$ cat config.mk
export PLATFORM = sky130hd
export DESIGN_NAME = legv8_multicycle_ctrl_flat
export DESIGN_NICKNAME = d
export VERILOG_FILES = /design/src/rtl/legv8_multicycle_ctrl_if.sv /design/src/rtl/legv8_multicycle_ctrl.sv /design/src/flat_wrapper.sv
export SDC_FILE = /design/constraint.sdc
export NUM_CORES = 1
export LEC_CHECK = 0
export ABC_AREA = 1
export CAP_MARGIN = 20
export CORE_MARGIN = 8
export CORE_UTILIZATION = 36
export DETAILED_ROUTE_END_ITERATION = 10
export PLACE_DENSITY = 0.78
export SETUP_SLACK_MARGIN = 0.3
export SLEW_MARGIN = 20
export SYNTH_ARGS = -nofsm -noshare
export SYNTH_HDL_FRONTEND = slang
export SYNTH_SLANG_ARGS = --single-unit
export TNS_END_PERCENT = 5
$ cat constraint.sdc
create_clock -name clk -period 4.47 [get_ports clk]
set_clock_uncertainty 0.1 [all_clocks]
set_input_delay 0.894 -clock clk [delete_from_list [all_inputs] [get_ports clk]]
set_output_delay 0.894 -clock clk [all_outputs]
set_load 0.01 [all_outputs]
$ cat src/rtl/legv8_multicycle_ctrl_if.sv
// legv8_multicycle_ctrl_if: control-word and instruction/status bundle between the LEGv8 sequencer and its datapath
//   run, inst, prestat      : datapath/ROM -> sequencer (run request, ROM word at PC, registered ALU flags)
//   sa, sb, da, wr          : register file read selects, write select, write enable
//   fs, c0, k, m            : ALU function, carry-in, constant, B-input mux (1 = k)
//   en_alu .. en_addr_pc    : tri-state bus enables
//   pc_sel, ps              : PC source (1 = k) and PC mode (00 hold, 01 +1, 10 load, 11 add k)
//   rcs, rwe, roe, sfl      : RAM chip select / write / output enable, status load
//   halted, state           : halt indicator and debug state
interface legv8_multicycle_ctrl_if;
    logic        run;
    logic [31:0] inst;
    logic [3:0]  prestat;
    logic [4:0]  sa;
    logic [4:0]  sb;
    logic [4:0]  da;
    logic        wr;
    logic [4:0]  fs;
    logic        c0;
    logic [63:0] k;
    logic        m;
    logic        en_alu;
    logic        en_addr_alu;
    logic        en_b;
    logic        en_pc;
    logic        en_addr_pc;
    logic        pc_sel;
    logic [1:0]  ps;
    logic        rcs;
    logic        rwe;
    logic        roe;
    logic        sfl;
    logic        halted;
    logic [3:0]  state;

    modport master (
        input  run, inst, prestat,
        output sa, sb, da, wr, fs, c0, k, m, en_alu, en_addr_alu, en_b, en_pc, en_addr_pc,
               pc_sel, ps, rcs, rwe, roe, sfl, halted, state
    );

    modport slave (
        output run, inst, prestat,
        input  sa, sb, da, wr, fs, c0, k, m, en_alu, en_addr_alu, en_b, en_pc, en_addr_pc,
               pc_sel, ps, rcs, rwe, roe, sfl, halted, state
    );
endinterface

$ cat src/rtl/legv8_multicycle_ctrl.sv
// legv8_multicycle_ctrl: multi-cycle LEGv8 sequencer driving the datapath control word one state per cycle
//   clk : rising-edge clock
//   rst : synchronous active-low reset (state FETCH, IR cleared, all outputs 0)
//   bus : legv8_multicycle_ctrl_if.master (run/inst/prestat in, full control word, halted and state out)
//   state encoding on bus.state: FETCH 0, DECODE 1, EXR 2, EXI 3, LD1 4, LD2 5, ST 6, BR 7,
//   CB1 8, CB2 9, HALT 10
module legv8_multicycle_ctrl #(
    parameter logic [4:0] FS_ADD = 5'b00100,
    parameter logic [4:0] FS_SUB = 5'b00101,
    parameter logic [4:0] FS_AND = 5'b00000,
    parameter logic [4:0] FS_ORR = 5'b00001,
    parameter int         Z_BIT  = 0
) (
    input  logic                   clk,
    input  logic                   rst,
    legv8_multicycle_ctrl_if.master bus
);
    typedef enum logic [3:0] {
        FETCH  = 4'd0,
        DECODE = 4'd1,
        EXR    = 4'd2,
        EXI    = 4'd3,
        LD1    = 4'd4,
        LD2    = 4'd5,
        ST     = 4'd6,
        BR     = 4'd7,
        CB1    = 4'd8,
        CB2    = 4'd9,
        HALT   = 4'd10
    } state_t;

    state_t      st;
    logic [31:0] ir;
    logic        halt_q;

    logic is_add, is_sub, is_and, is_orr, is_addi, is_subi;
    logic is_ldur, is_stur, is_b, is_cbz, is_r, is_i;
    logic [4:0]  alu_fs;
    logic [63:0] k_d9, k_i12, k_b26, k_cb19;

    assign is_add  = ir[31:21] == 11'b10001011000;
    assign is_sub  = ir[31:21] == 11'b11001011000;
    assign is_and  = ir[31:21] == 11'b10001010000;
    assign is_orr  = ir[31:21] == 11'b10101010000;
    assign is_addi = ir[31:22] == 10'b1001000100;
    assign is_subi = ir[31:22] == 10'b1101000100;
    assign is_ldur = ir[31:21] == 11'b11111000010;
    assign is_stur = ir[31:21] == 11'b11111000000;
    assign is_b    = ir[31:26] == 6'b000101;
    assign is_cbz  = ir[31:24] == 8'b10110100;
    assign is_r    = is_add | is_sub | is_and | is_orr;
    assign is_i    = is_addi | is_subi;

    assign alu_fs = (is_sub | is_subi) ? FS_SUB : is_and ? FS_AND : is_orr ? FS_ORR : FS_ADD;

    assign k_d9   = {{55{ir[20]}}, ir[20:12]};
    assign k_i12  = {52'd0, ir[21:10]};
    assign k_b26  = {{38{ir[25]}}, ir[25:0]};
    assign k_cb19 = {{45{ir[23]}}, ir[23:5]};

    always_ff @(posedge clk) begin
        if (!rst) begin
            st     <= FETCH;
            ir     <= '0;
            halt_q <= 1'b0;
        end else begin
            case (st)
                FETCH: begin
                    if (bus.run) begin
                        ir <= bus.inst;
                        st <= DECODE;
                    end
                end
                DECODE: begin
                    st <= is_r ? EXR : is_i ? EXI : is_ldur ? LD1 : is_stur ? ST :
                          is_b ? BR : is_cbz ? CB1 : HALT;
                    halt_q <= !(is_r | is_i | is_ldur | is_stur | is_b | is_cbz);
                end
                LD1:     st <= LD2;
                CB1:     st <= CB2;
                HALT:    st <= HALT;
                default: st <= FETCH;
            endcase
        end
    end

    // Moore decode of the registered state and IR; CB2 alone also looks at the flags
    // that CB1 loaded, which are valid by the time CB2 is current.
    always_comb begin
        bus.sa          = '0;
        bus.sb          = '0;
        bus.da          = '0;
        bus.wr          = 1'b0;
        bus.fs          = '0;
        bus.c0          = 1'b0;
        bus.k           = '0;
        bus.m           = 1'b0;
        bus.en_alu      = 1'b0;
        bus.en_addr_alu = 1'b0;
        bus.en_b        = 1'b0;
        bus.en_pc       = 1'b0;
        bus.en_addr_pc  = 1'b0;
        bus.pc_sel      = 1'b0;
        bus.ps          = 2'b00;
        bus.rcs         = 1'b0;
        bus.rwe         = 1'b0;
        bus.roe         = 1'b0;
        bus.sfl         = 1'b0;
        case (st)
            EXR, EXI: begin
                bus.sa     = ir[9:5];
                bus.sb     = ir[20:16];
                bus.da     = ir[4:0];
                bus.m      = st == EXI;
                bus.k      = st == EXI ? k_i12 : '0;
                bus.fs     = alu_fs;
                bus.c0     = is_sub | is_subi;
                bus.en_alu = 1'b1;
                bus.wr     = 1'b1;
                bus.ps     = 2'b01;
            end
            // Loads and stores share the address drive: Rn + sext(imm9) onto the address bus.
            LD1, LD2, ST: begin
                bus.sa          = ir[9:5];
                bus.m           = 1'b1;
                bus.k           = k_d9;
                bus.fs          = FS_ADD;
                bus.en_addr_alu = 1'b1;
                bus.rcs         = 1'b1;
                bus.roe         = st != ST;
                bus.da          = st == LD2 ? ir[4:0] : 5'd0;
                bus.wr          = st == LD2;
                bus.sb          = st == ST ? ir[4:0] : 5'd0;
                bus.en_b        = st == ST;
                bus.rwe         = st == ST;
                bus.ps          = st == LD1 ? 2'b00 : 2'b01;
            end
            BR: begin
                bus.k      = k_b26;
                bus.pc_sel = 1'b1;
                bus.ps     = 2'b11;
            end
            // Rt + 0 through the ALU so the status register captures Rt's zero flag.
            CB1: begin
                bus.sa  = ir[4:0];
                bus.m   = 1'b1;
                bus.fs  = FS_ADD;
                bus.sfl = 1'b1;
            end
            CB2: begin
                bus.k      = bus.prestat[Z_BIT] ? k_cb19 : '0;
                bus.pc_sel = bus.prestat[Z_BIT];
                bus.ps     = bus.prestat[Z_BIT] ? 2'b11 : 2'b01;
            end
            default: ;
        endcase
    end

    assign bus.halted = halt_q;
    assign bus.state  = st;
endmodule
$ cat src/flat_wrapper.sv
// flat-port wrapper written by rule: the top's interface ports become plain ports
module legv8_multicycle_ctrl_flat 
#(
    parameter logic [4:0] FS_ADD = 5'b00100,
    parameter logic [4:0] FS_SUB = 5'b00101,
    parameter logic [4:0] FS_AND = 5'b00000,
    parameter logic [4:0] FS_ORR = 5'b00001,
    parameter int         Z_BIT  = 0
)
  (clk, rst, bus_run, bus_inst, bus_prestat, bus_sa, bus_sb, bus_da, bus_wr, bus_fs, bus_c0, bus_k, bus_m, bus_en_alu, bus_en_addr_alu, bus_en_b, bus_en_pc, bus_en_addr_pc, bus_pc_sel, bus_ps, bus_rcs, bus_rwe, bus_roe, bus_sfl, bus_halted, bus_state);
  legv8_multicycle_ctrl_if bus_i ();
  input  logic clk;
  input  logic rst;
  input wire logic [$bits(bus_i.run)-1:0] bus_run;
  input wire logic [$bits(bus_i.inst)-1:0] bus_inst;
  input wire logic [$bits(bus_i.prestat)-1:0] bus_prestat;
  output wire logic [$bits(bus_i.sa)-1:0] bus_sa;
  output wire logic [$bits(bus_i.sb)-1:0] bus_sb;
  output wire logic [$bits(bus_i.da)-1:0] bus_da;
  output wire logic [$bits(bus_i.wr)-1:0] bus_wr;
  output wire logic [$bits(bus_i.fs)-1:0] bus_fs;
  output wire logic [$bits(bus_i.c0)-1:0] bus_c0;
  output wire logic [$bits(bus_i.k)-1:0] bus_k;
  output wire logic [$bits(bus_i.m)-1:0] bus_m;
  output wire logic [$bits(bus_i.en_alu)-1:0] bus_en_alu;
  output wire logic [$bits(bus_i.en_addr_alu)-1:0] bus_en_addr_alu;
  output wire logic [$bits(bus_i.en_b)-1:0] bus_en_b;
  output wire logic [$bits(bus_i.en_pc)-1:0] bus_en_pc;
  output wire logic [$bits(bus_i.en_addr_pc)-1:0] bus_en_addr_pc;
  output wire logic [$bits(bus_i.pc_sel)-1:0] bus_pc_sel;
  output wire logic [$bits(bus_i.ps)-1:0] bus_ps;
  output wire logic [$bits(bus_i.rcs)-1:0] bus_rcs;
  output wire logic [$bits(bus_i.rwe)-1:0] bus_rwe;
  output wire logic [$bits(bus_i.roe)-1:0] bus_roe;
  output wire logic [$bits(bus_i.sfl)-1:0] bus_sfl;
  output wire logic [$bits(bus_i.halted)-1:0] bus_halted;
  output wire logic [$bits(bus_i.state)-1:0] bus_state;
  assign bus_i.run = bus_run;
  assign bus_i.inst = bus_inst;
  assign bus_i.prestat = bus_prestat;
  assign bus_sa = bus_i.sa;
  assign bus_sb = bus_i.sb;
  assign bus_da = bus_i.da;
  assign bus_wr = bus_i.wr;
  assign bus_fs = bus_i.fs;
  assign bus_c0 = bus_i.c0;
  assign bus_k = bus_i.k;
  assign bus_m = bus_i.m;
  assign bus_en_alu = bus_i.en_alu;
  assign bus_en_addr_alu = bus_i.en_addr_alu;
  assign bus_en_b = bus_i.en_b;
  assign bus_en_pc = bus_i.en_pc;
  assign bus_en_addr_pc = bus_i.en_addr_pc;
  assign bus_pc_sel = bus_i.pc_sel;
  assign bus_ps = bus_i.ps;
  assign bus_rcs = bus_i.rcs;
  assign bus_rwe = bus_i.rwe;
  assign bus_roe = bus_i.roe;
  assign bus_sfl = bus_i.sfl;
  assign bus_halted = bus_i.halted;
  assign bus_state = bus_i.state;
  legv8_multicycle_ctrl #(.FS_ADD(FS_ADD), .FS_SUB(FS_SUB), .FS_AND(FS_AND), .FS_ORR(FS_ORR), .Z_BIT(Z_BIT)) u_core (.clk(clk), .rst(rst), .bus(bus_i));
endmodule
# Word level (Yosys, flattened, before mapping)
# Index checks and enable logic that the tools add are counted.
# word_totals
input_bits	39
reg_bits	37
output_inout_bits	104
# classes
n_eq_ne	22
bitwise_logic	10
reduce_logical	7
mux	32
# op_table
cell	count
case mux 64 bit (4 select lines)	1
equality test 11 bit (second input constant)	6
2-to-1 mux 64 bit	1
case mux 5 bit (2 select lines)	4
2-to-1 mux 4 bit	6
equality test 10 bit (second input constant)	2
2-to-1 mux 5 bit	4
case mux 4 bit (5 select lines)	1
equality test 4 x 3 -> 1 bit (second input constant)	4
equality test 4 bit (second input constant)	3
2-to-1 mux 12 bit	1
OR 1 bit	10
equality test 4 x 2 -> 1 bit (second input constant)	2
equality test 8 bit (second input constant)	1
case mux 2 bit (4 select lines)	1
2-to-1 mux 1 bit	7
equality test 6 x 3 -> 1 bit (second input constant)	1
case mux 1 bit (2 select lines)	3
OR reduction 5 bit	1
equality test 4 x 1 -> 1 bit (second input constant)	1
logical NOT 4 bit	1
2-to-1 mux 2 bit	2
!= test 4 x 3 -> 1 bit (second input constant)	1
OR reduction 4 bit	1
other kinds (6)	6

# Longest topological paths before layout
# Gate-level depths: netlist of run 1.
# depth
depth_word	10
depth_mapped	11
depth_no_buf	10

# Least setup slack after synthesis of run 1
# No wires, ideal clock.
# synth_path
kind	register to output
from	register u_core.st[0], in the netlist u_core.bus.state[0]
to	output port bus_k[26]
arrival_time_ns	3.638
n_path_buf	2
path_slack_ns	-0.162
required_ns	3.476
stages_incl_launch_ff	7
path_cell_list	dfxtp_1 > nand2_4 > nor2_4 > inv_2 > buf_6 > o21ai_0 > buf_4
# synth_between
elab_chain_cells	3
elab_cells_between_ends	10
classes_between	7 x eq/ne; 1 x mux; 2 x reduce/logical
# synth_rtl
item	line	source
start: declaration	legv8_multicycle_ctrl.sv:32	state_t st;
start signal: assignment	legv8_multicycle_ctrl.sv:75	st <= is_r ? EXR : is_i ? EXI : is_ldur ? LD1 : is_stur ? ST :
equality test 4 x 3 -> 1 bit or equality test 4 x 2 -> 1 bit (tied branches)	legv8_multicycle_ctrl.sv:109	case (st)
OR reduction 3 bit or OR reduction 2 bit (tied branches)	legv8_multicycle_ctrl.sv:109	
case mux 64 bit (4 select lines) *	legv8_multicycle_ctrl.sv:109	
end: declaration	flat_wrapper.sv:23	output wire logic [$bits(bus_i.k)-1:0] bus_k;
# Every way passes the cells marked *; elsewhere a longest branch is shown, timed or not.

# Final worst setup path of run 1
# layout_path
from	input port bus_prestat[0]
to	output port bus_k[25]
# layout_between
elab_chain_cells	2
# layout_rtl
item	line	source
start: declaration	flat_wrapper.sv:16	input wire logic [$bits(bus_i.prestat)-1:0] bus_prestat;
2-to-1 mux 64 bit	legv8_multicycle_ctrl.sv:151	bus.k = bus.prestat[Z_BIT] ? k_cb19 : '0;
case mux 64 bit (4 select lines)	legv8_multicycle_ctrl.sv:109	
# No other way between the ends.

==> results of run 1 <==
==> repair_timing <==
item / 4_1_cts / 5_1_grt
hold buffers: 0 / 0
gates resized for setup: 0 / 1
setup endpoints to repair: 0 / 20
endpoints found under the hold margin: 0 / 0
==> synthesized netlist by cell type, types with 3 or more instances <==
| cell | count |
|---|---|
| o221ai_1 | 6 |
| o21ai_0 | 40 |
| nor2_4 | 7 |
| o22ai_1 | 10 |
| inv_1 | 49 |
| clkbuf_1 | 3 |
| o211ai_1 | 3 |
| nand3_1 | 9 |
| o21ai_1 | 11 |
| nor2_1 | 28 |
| o22ai_2 | 4 |
| buf_4 | 46 |
| a21oi_1 | 45 |
| nand2_1 | 38 |
| dfxtp_1 | 37 |
| inv_2 | 9 |
| o21ai_2 | 4 |
| buf_2 | 3 |
| buf_6 | 6 |
| nand2_2 | 3 |
| o2111ai_1 | 3 |
| nand2_4 | 5 |
==> worst max-delay path: cells and delay by family <==
kind | cells | cell delay (ns)
AO/OA/AOI/OAI | 1 | 0.18
AND/OR/NAND/NOR | 3 | 0.31
buffers and inverters | 5 | 1.60
==> metal layers <==
metal / routed length (µm) / vias to the layer above / part of all wire / GRT usage
met5: 0 / - / 0 / 0
met4: 146 / 0 / 0.016 / 0.05956
met3: 1011 / 15 / 0.11 / 0.05155
met2: 4012 / 148 / 0.45 / 0.2713
met1: 3715 / 1261 / 0.42 / 0.1909
li1: - / 1374 / - / -
==> logic make-up after synthesis <==
kind of cell / share of synthesized area
flops: 0.2824
other cells: 0.001430
simple gates: 0.1789
buf+inv: 0.2505
compound gates: 0.2867
==> flip-flops by register name, indices dropped and copies added, names as in the netlist <==
signal / flops
u_core.bus.halted: 1
u_core.bus.state: 4
u_core.ir: 32
==> how the worst max path moves through the flow <==
stage / startpoint / to
2_1_floorplan: u_core.bus.state[0]$_SDFFE_PN0P_ / bus_k[26]
3_3_place_gp: bus_prestat[0] / bus_k[50]
3_5_place_dp: bus_prestat[0] / bus_k[25]
4_1_cts: bus_prestat[0] / bus_k[25]
5_1_grt: bus_prestat[0] / bus_k[25]
6_report: bus_prestat[0] / bus_k[25]
==> area by class of cell <==
cell class	count	area [µm²]
clock buffer	7	86.33
fill	703	3368
inverter	58	217.7
multi-input combinational	227	1251
sequential	37	740.7
tap	99	123.9
timing repair buffer	135	1349
==> through the flow <==
stage / utilization / total power, mW / setup slack (ns) / std cells / area, µm²
2_1_floorplan: - / 1.009 / 0.7104 / 380 / 2638
3_3_place_gp: 0.5149 / 1.244 / 0.3739 / 556 / 3675
3_5_place_dp: 0.5149 / 1.261 / 0.3187 / 556 / 3675
4_1_cts: 0.5270 / 1.503 / 0.3208 / 563 / 3761
5_1_grt: 0.5281 / 1.611 / 0.3336 / 563 / 3769
6_report: 0.5281 / 1.501 / 0.4669 / 563 / 3769
==> power by group <==
| group | switching [mW] | total [mW] | internal [mW] |
|---|---|---|---|
| clock | 0.120 | 0.242 | 0.122 |
| sequential | 0.0875 | 0.524 | 0.436 |
| combinational | 0.460 | 0.735 | 0.275 |
==> results.tsv, run 1 <==
stage	metric	value	unit
status	status	complete, no violations	
die	I/O Pins	143	
flow_run	MaxCap Viol Count	0	
setup_path	reg2reg start	u_core.bus.state[0]$_SDFFE_PN0P_	
die	Starting Density	0.3675	
min_path	Hold Crit Endpoint	u_core.bus.halted$_SDFFE_PN0P_	
cts	CTS root buf	clkbuf_8	
sta	Worst slew margin	0.3426	
synthesis	Post-synth EDFFs	0	
sta	Fmax	249.8	MHz
routing	antenna-violating nets left	0	
sta	Fin. Hold Viols	0	
setup_path	crit-path cells	clkdlybuf4s50_1 -> nand2_4 -> inv_2 -> nand2_2 -> nand2_1 -> inv_2 -> o21ai_4 -> buf_4 -> clkdlybuf4s50_1	
global_route	vias in the first global route	2708	
synthesis	Cell variety after synth	27	
pwr	Peak VDD IR	0.1443	mV
synthesis	synthesized area	0.002623	mm²
die	# rows	31	
synthesis	Ys Warns	0	
layout	Final nets	503	
min_path	WHS Path Cells	2	
setup_path	FF-to-FF path depth	6	
synthesis	synth top area cells	dfxtp_1 (28%), buf_4 (13%), a21oi_1 (8.6%)	
layout	commonest non-fill, non-tap cell in the layout	clkdlybuf4s50_1	
synthesis	post-synth top area share	0.2824	
sta	Final setup viols	0	
routing	drt via density	4.970	
synthesis	fraction of registers with async set/reset	0	
cts	Clock Latency Late Sink	0.29	ns
synthesis	register bit total from synthesis	37	
global_route	first-pass GRT wire length	13230	µm
min_path	worst hold path type	flip-flop to flip-flop	
sta	minimum clock period	4.003	ns
synthesis	Main synth FF type	dfxtp_1	
placement	HPWL after DPL	7047	µm
placement	IO buf count	134	
setup_path	reg-to-reg slack, setup	2.67	ns
routing	wire length per cell	15.78	µm
layout	most frequent cells in the layout	clkdlybuf4s50_1 (134), inv_1 (49), a21oi_1 (45)	
global_route	Global Route Usage Sum	0.1628	
sta	Final Max Slew Viols	0	
layout	ant diodes	0	
synthesis	Synth area leader	dfxtp_1	
cts	Num CTS Buffers	5	
synthesis	cells after synthesis	376	
sta	Worst Tran Pin Value	0.9830	ns
die	Die W	101.4	µm
global_route	largest net degree at the start of global routing	64	
sta	Tcrit/Tclk final	0.8955	
cts	CTS sink cnt	37	
sta	setup_tns	0	ns
synthesis	Mean Syn Cell Area	6.975	µm²
setup_path	CP arrival	3.01	ns
cts	clock buffer depth	2	
routing	routed vias	2798	
setup_path	crit path max fanout	20	
layout	Area Overhead vs Synth	43.70	%
sta	RSZ-0062 raised after global routing	no	
die	core area	0.007137	mm²
routing	DRC	0	
setup_path	CP Launch Type	input port	
setup_path	Critical Path Sink Type	output pin	
setup_path	Critical Path Max Stage Delay	0.57	ns
cts	# H-tree levels	2	
routing	Iter 0 DRT Violations	204	
pwr	P_leak	1.445	nW
cts	Post-CTS Setup Inserts	0	
routing	drt pass-1 iters	4	
layout	share of layout cells above drive strength 1	0.08836	
sta	final hold slack	0.3757	ns
global_route	gr ovfl total	0	
cts	Reg clk slew, reported paths	0.07	ns
global_route	antenna violations before repair	0	
die	Die Ht	101.4	µm
synthesis	sequential area share after synthesis	0.2824	
setup_path	Worst EP required	3.48	ns
die	die area	0.01027	mm²
routing	WL final	8885	µm
cts	CTS tree	done	
placement	gpl congestion	0.9690	
pwr	Power per Cell Area	398.4	mW/mm²
setup_path	critical path class	input port to output pin	
min_path	hold_sp	u_core.bus.halted$_SDFFE_PN0P_	
setup_path	CP max-delay cell	clkdlybuf4s50_1	
setup_path	capturing point of the worst reg2reg path	u_core.ir[0]$_SDFFE_PN0P_	
No activity file was read; power rests on OpenSTA's default activity.
==> run 2: changes to the inputs <==
Settings changed: GPL_TIMING_DRIVEN from default to 1.
==> results of run 2 <==
Final layout, timing and power as in run 1 (identical DEF).
==> run 3: changes to the inputs <==
Settings changed: CORE_UTILIZATION 36 to 37, CTS_BUF_LIST from default to sky130_fd_sc_hd__clkbuf_8, PLACE_DENSITY 0.78 to 0.8, REMOVE_ABC_BUFFERS from default to 1.
==> run 3 against run 2 <==
Effect of this change: count of clock-buffer cells in the layout down 2; global-route usage up 1.0 points; register-to-register slack lost 0.07 ns; final cell count shrank 0.36%; critical path depth stayed put; largest cell class unchanged; largest power group unchanged.
==> results.tsv, run 3 (synthesis gave the netlist of run 1 again) <==
stage	metric	value	unit	change
cts	clock buffer depth	2		unchanged
layout	Area Overhead vs Synth	45.09	%	
routing	drt pass-1 iters	4		unchanged
sta	RSZ-0062 raised after global routing	no		
global_route	vias in the first global route	2787		+2.9%
routing	wire length per cell	15.93	µm	+0.97%
sta	Fin. Hold Viols	0		unchanged
setup_path	reg2reg start	u_core.bus.state[0]$_SDFFE_PN0P_		
sta	Worst slew margin	0.3456		+0.003037
layout	ant diodes	0		unchanged
sta	Tcrit/Tclk final	0.8860		-0.009567
min_path	Hold Crit Endpoint	u_core.bus.halted$_SDFFE_PN0P_		
pwr	Peak VDD IR	0.1533	mV	+6.2%
global_route	first-pass GRT wire length	14120	µm	+6.7%
cts	# H-tree levels	2		unchanged
placement	gpl congestion	0.8919		-8.0%
status	status	complete, no violations		
die	Starting Density	0.3839		+0.01642
die	die area	0.01004	mm²	-2.3%
setup_path	Critical Path Sink Type	output pin		
layout	Final nets	503		unchanged
min_path	WHS Path Cells	2		unchanged
layout	most frequent cells in the layout	clkdlybuf4s50_1 (134), inv_1 (49), a21oi_1 (45)		
setup_path	capturing point of the worst reg2reg path	u_core.ir[11]$_SDFFE_PN0P_		
layout	max reg flops	32		unchanged
sta	Fmax	252.5	MHz	+1.1%
setup_path	FF-to-FF path depth	6		unchanged
routing	WL final	8939	µm	+0.61%
cts	post-CTS resize count	0		unchanged
layout	Layout Cell Area excl Fill	0.003805	mm²	+0.96%
global_route	largest net degree at the start of global routing	64		unchanged
global_route	gr ovfl total	0		unchanged
routing	antenna-violating nets left	0		unchanged
die	core area	0.006832	mm²	-4.3%
die	Die Ht	100.2	µm	-1.1%
pwr	Power per Cell Area	419.1	mW/mm²	+5.2%
setup_path	Worst EP required	3.48	ns	about the same
setup_path	CP Launch Type	input port		
flow_run	MaxCap Viol Count	0		unchanged
min_path	hold_sp	u_core.bus.halted$_SDFFE_PN0P_		
sta	Final setup viols	0		unchanged
placement	Post-DP Area	0.003671	mm²	-0.10%
min_path	worst hold path type	flip-flop to flip-flop		
layout	commonest non-fill, non-tap cell in the layout	clkdlybuf4s50_1		
routing	routed vias	2778		-0.71%
sta	minimum clock period	3.960	ns	-0.04276 ns
global_route	Global Route Usage Sum	0.1731		+0.01030
routing	Iter 0 DRT Violations	167		-18%
setup_path	critical path class	input port to output pin		
placement	IO buf count	134		unchanged
cts	Clock Latency Late Sink	0.28	ns	about the same
routing	drt via density	4.952		-0.36%
cts	Post-CTS Setup Inserts	0		unchanged
placement	HPWL after DPL	6942	µm	-1.5%
pwr	P_leak	1.468	nW	+1.6%
setup_path	reg-to-reg slack, setup	2.60	ns	-0.07 ns
setup_path	CP arrival	2.97	ns	-0.04 ns
cts	hold bufs inserted after CTS	0		unchanged
layout	share of layout cells above drive strength 1	0.09247		+0.004111
setup_path	crit path max fanout	39		+95%
die	# rows	30		-3.2%
setup_path	CP Launch Point	bus_prestat[0]		
die	Die W	100.2	µm	-1.1%
cts	Reg clk slew, reported paths	0.07	ns	about the same
cts	CTS root buf	clkbuf_8		
sta	Final Max Slew Viols	0		unchanged
sta	Worst Tran Pin Value	0.9785	ns	-0.004540 ns
routing	DRC	0		unchanged
cts	Num CTS Buffers	5		unchanged
global_route	antenna violations before repair	0		unchanged
layout	Largest Register	u_core.ir		
layout	Fill cells	675		-4.0%
pwr	Pwr Total	1.595	mW	+6.2%
cts	CTS tree	done		
die	I/O Pins	143		unchanged
cts	CTS sink cnt	37		unchanged
==> run 3: report_power, final <==
| part | switching, mW | internal (mW) |
|---|---|---|
| logic | 0.456 | 0.275 |
| clock network | 0.121 | 0.222 |
| registers | 0.0850 | 0.436 |
==> run 3: cell type report <==
type,instances,area (µm²),share of cell area
timing repair buffer,135,1349,0.3545
clock inverter,3,65.06,0.01710
clock buffer,5,68.82,0.01809
tap,96,120.1,0.03157
sequential,37,740.7,0.1947
multi-input combinational,227,1244,0.3269
inverter,58,217.7,0.05722
==> run 3: per-stage QoR <==
| step | util | hold WS (ns) | setup TNS (ns) | setup slack, ns | instances |
|---|---|---|---|---|---|
| after floorplan | - | 0.3697 | -216.45 | -5.550 | 322 |
| after global placement | 0.5374 | 0.3621 | 0 | 0.5517 | 553 |
| after detailed placement | 0.5374 | 0.3796 | 0 | 0.5031 | 553 |
| after CTS | 0.5570 | 0.3880 | 0 | 0.4859 | 561 |
| after global routing | 0.5570 | 0.4014 | 0 | 0.3472 | 561 |
| final | 0.5570 | 0.3864 | 0 | 0.5097 | 561 |
==> run 3: worst max path at each step <==
stage	end	cells past startpoint	slack [ns]
6_report	bus_k[56]	9	0.51
3_5_place_dp	bus_k[56]	9	0.50
2_1_floorplan	bus_k[25]	4	-5.55
3_3_place_gp	bus_k[58]	9	0.55
5_1_grt	bus_k[56]	9	0.35
4_1_cts	bus_k[56]	9	0.49
==> run 3: metal layers <==
metal  routed length, µm  vias to the layer above  track usage  part of all wire
met4                  90                        0      0.04651             0.010
li1                    -                     1378            -                 -
met3                 938                        6      0.06782              0.10
met1                3993                     1253       0.2146              0.45
met5                   0                        -            0                 0
met2                3916                      141       0.2708              0.44
==> run 3: worst max-delay path, cell delays in order <==
cell	delay, ns
clkdlybuf4s50_1	0.52
nand2_4	0.17
inv_2	0.15
nand2_2	0.07
nand2_1	0.07
inv_2	0.07
o21ai_2	0.06
buf_4	0.32
clkdlybuf4s50_1	0.62
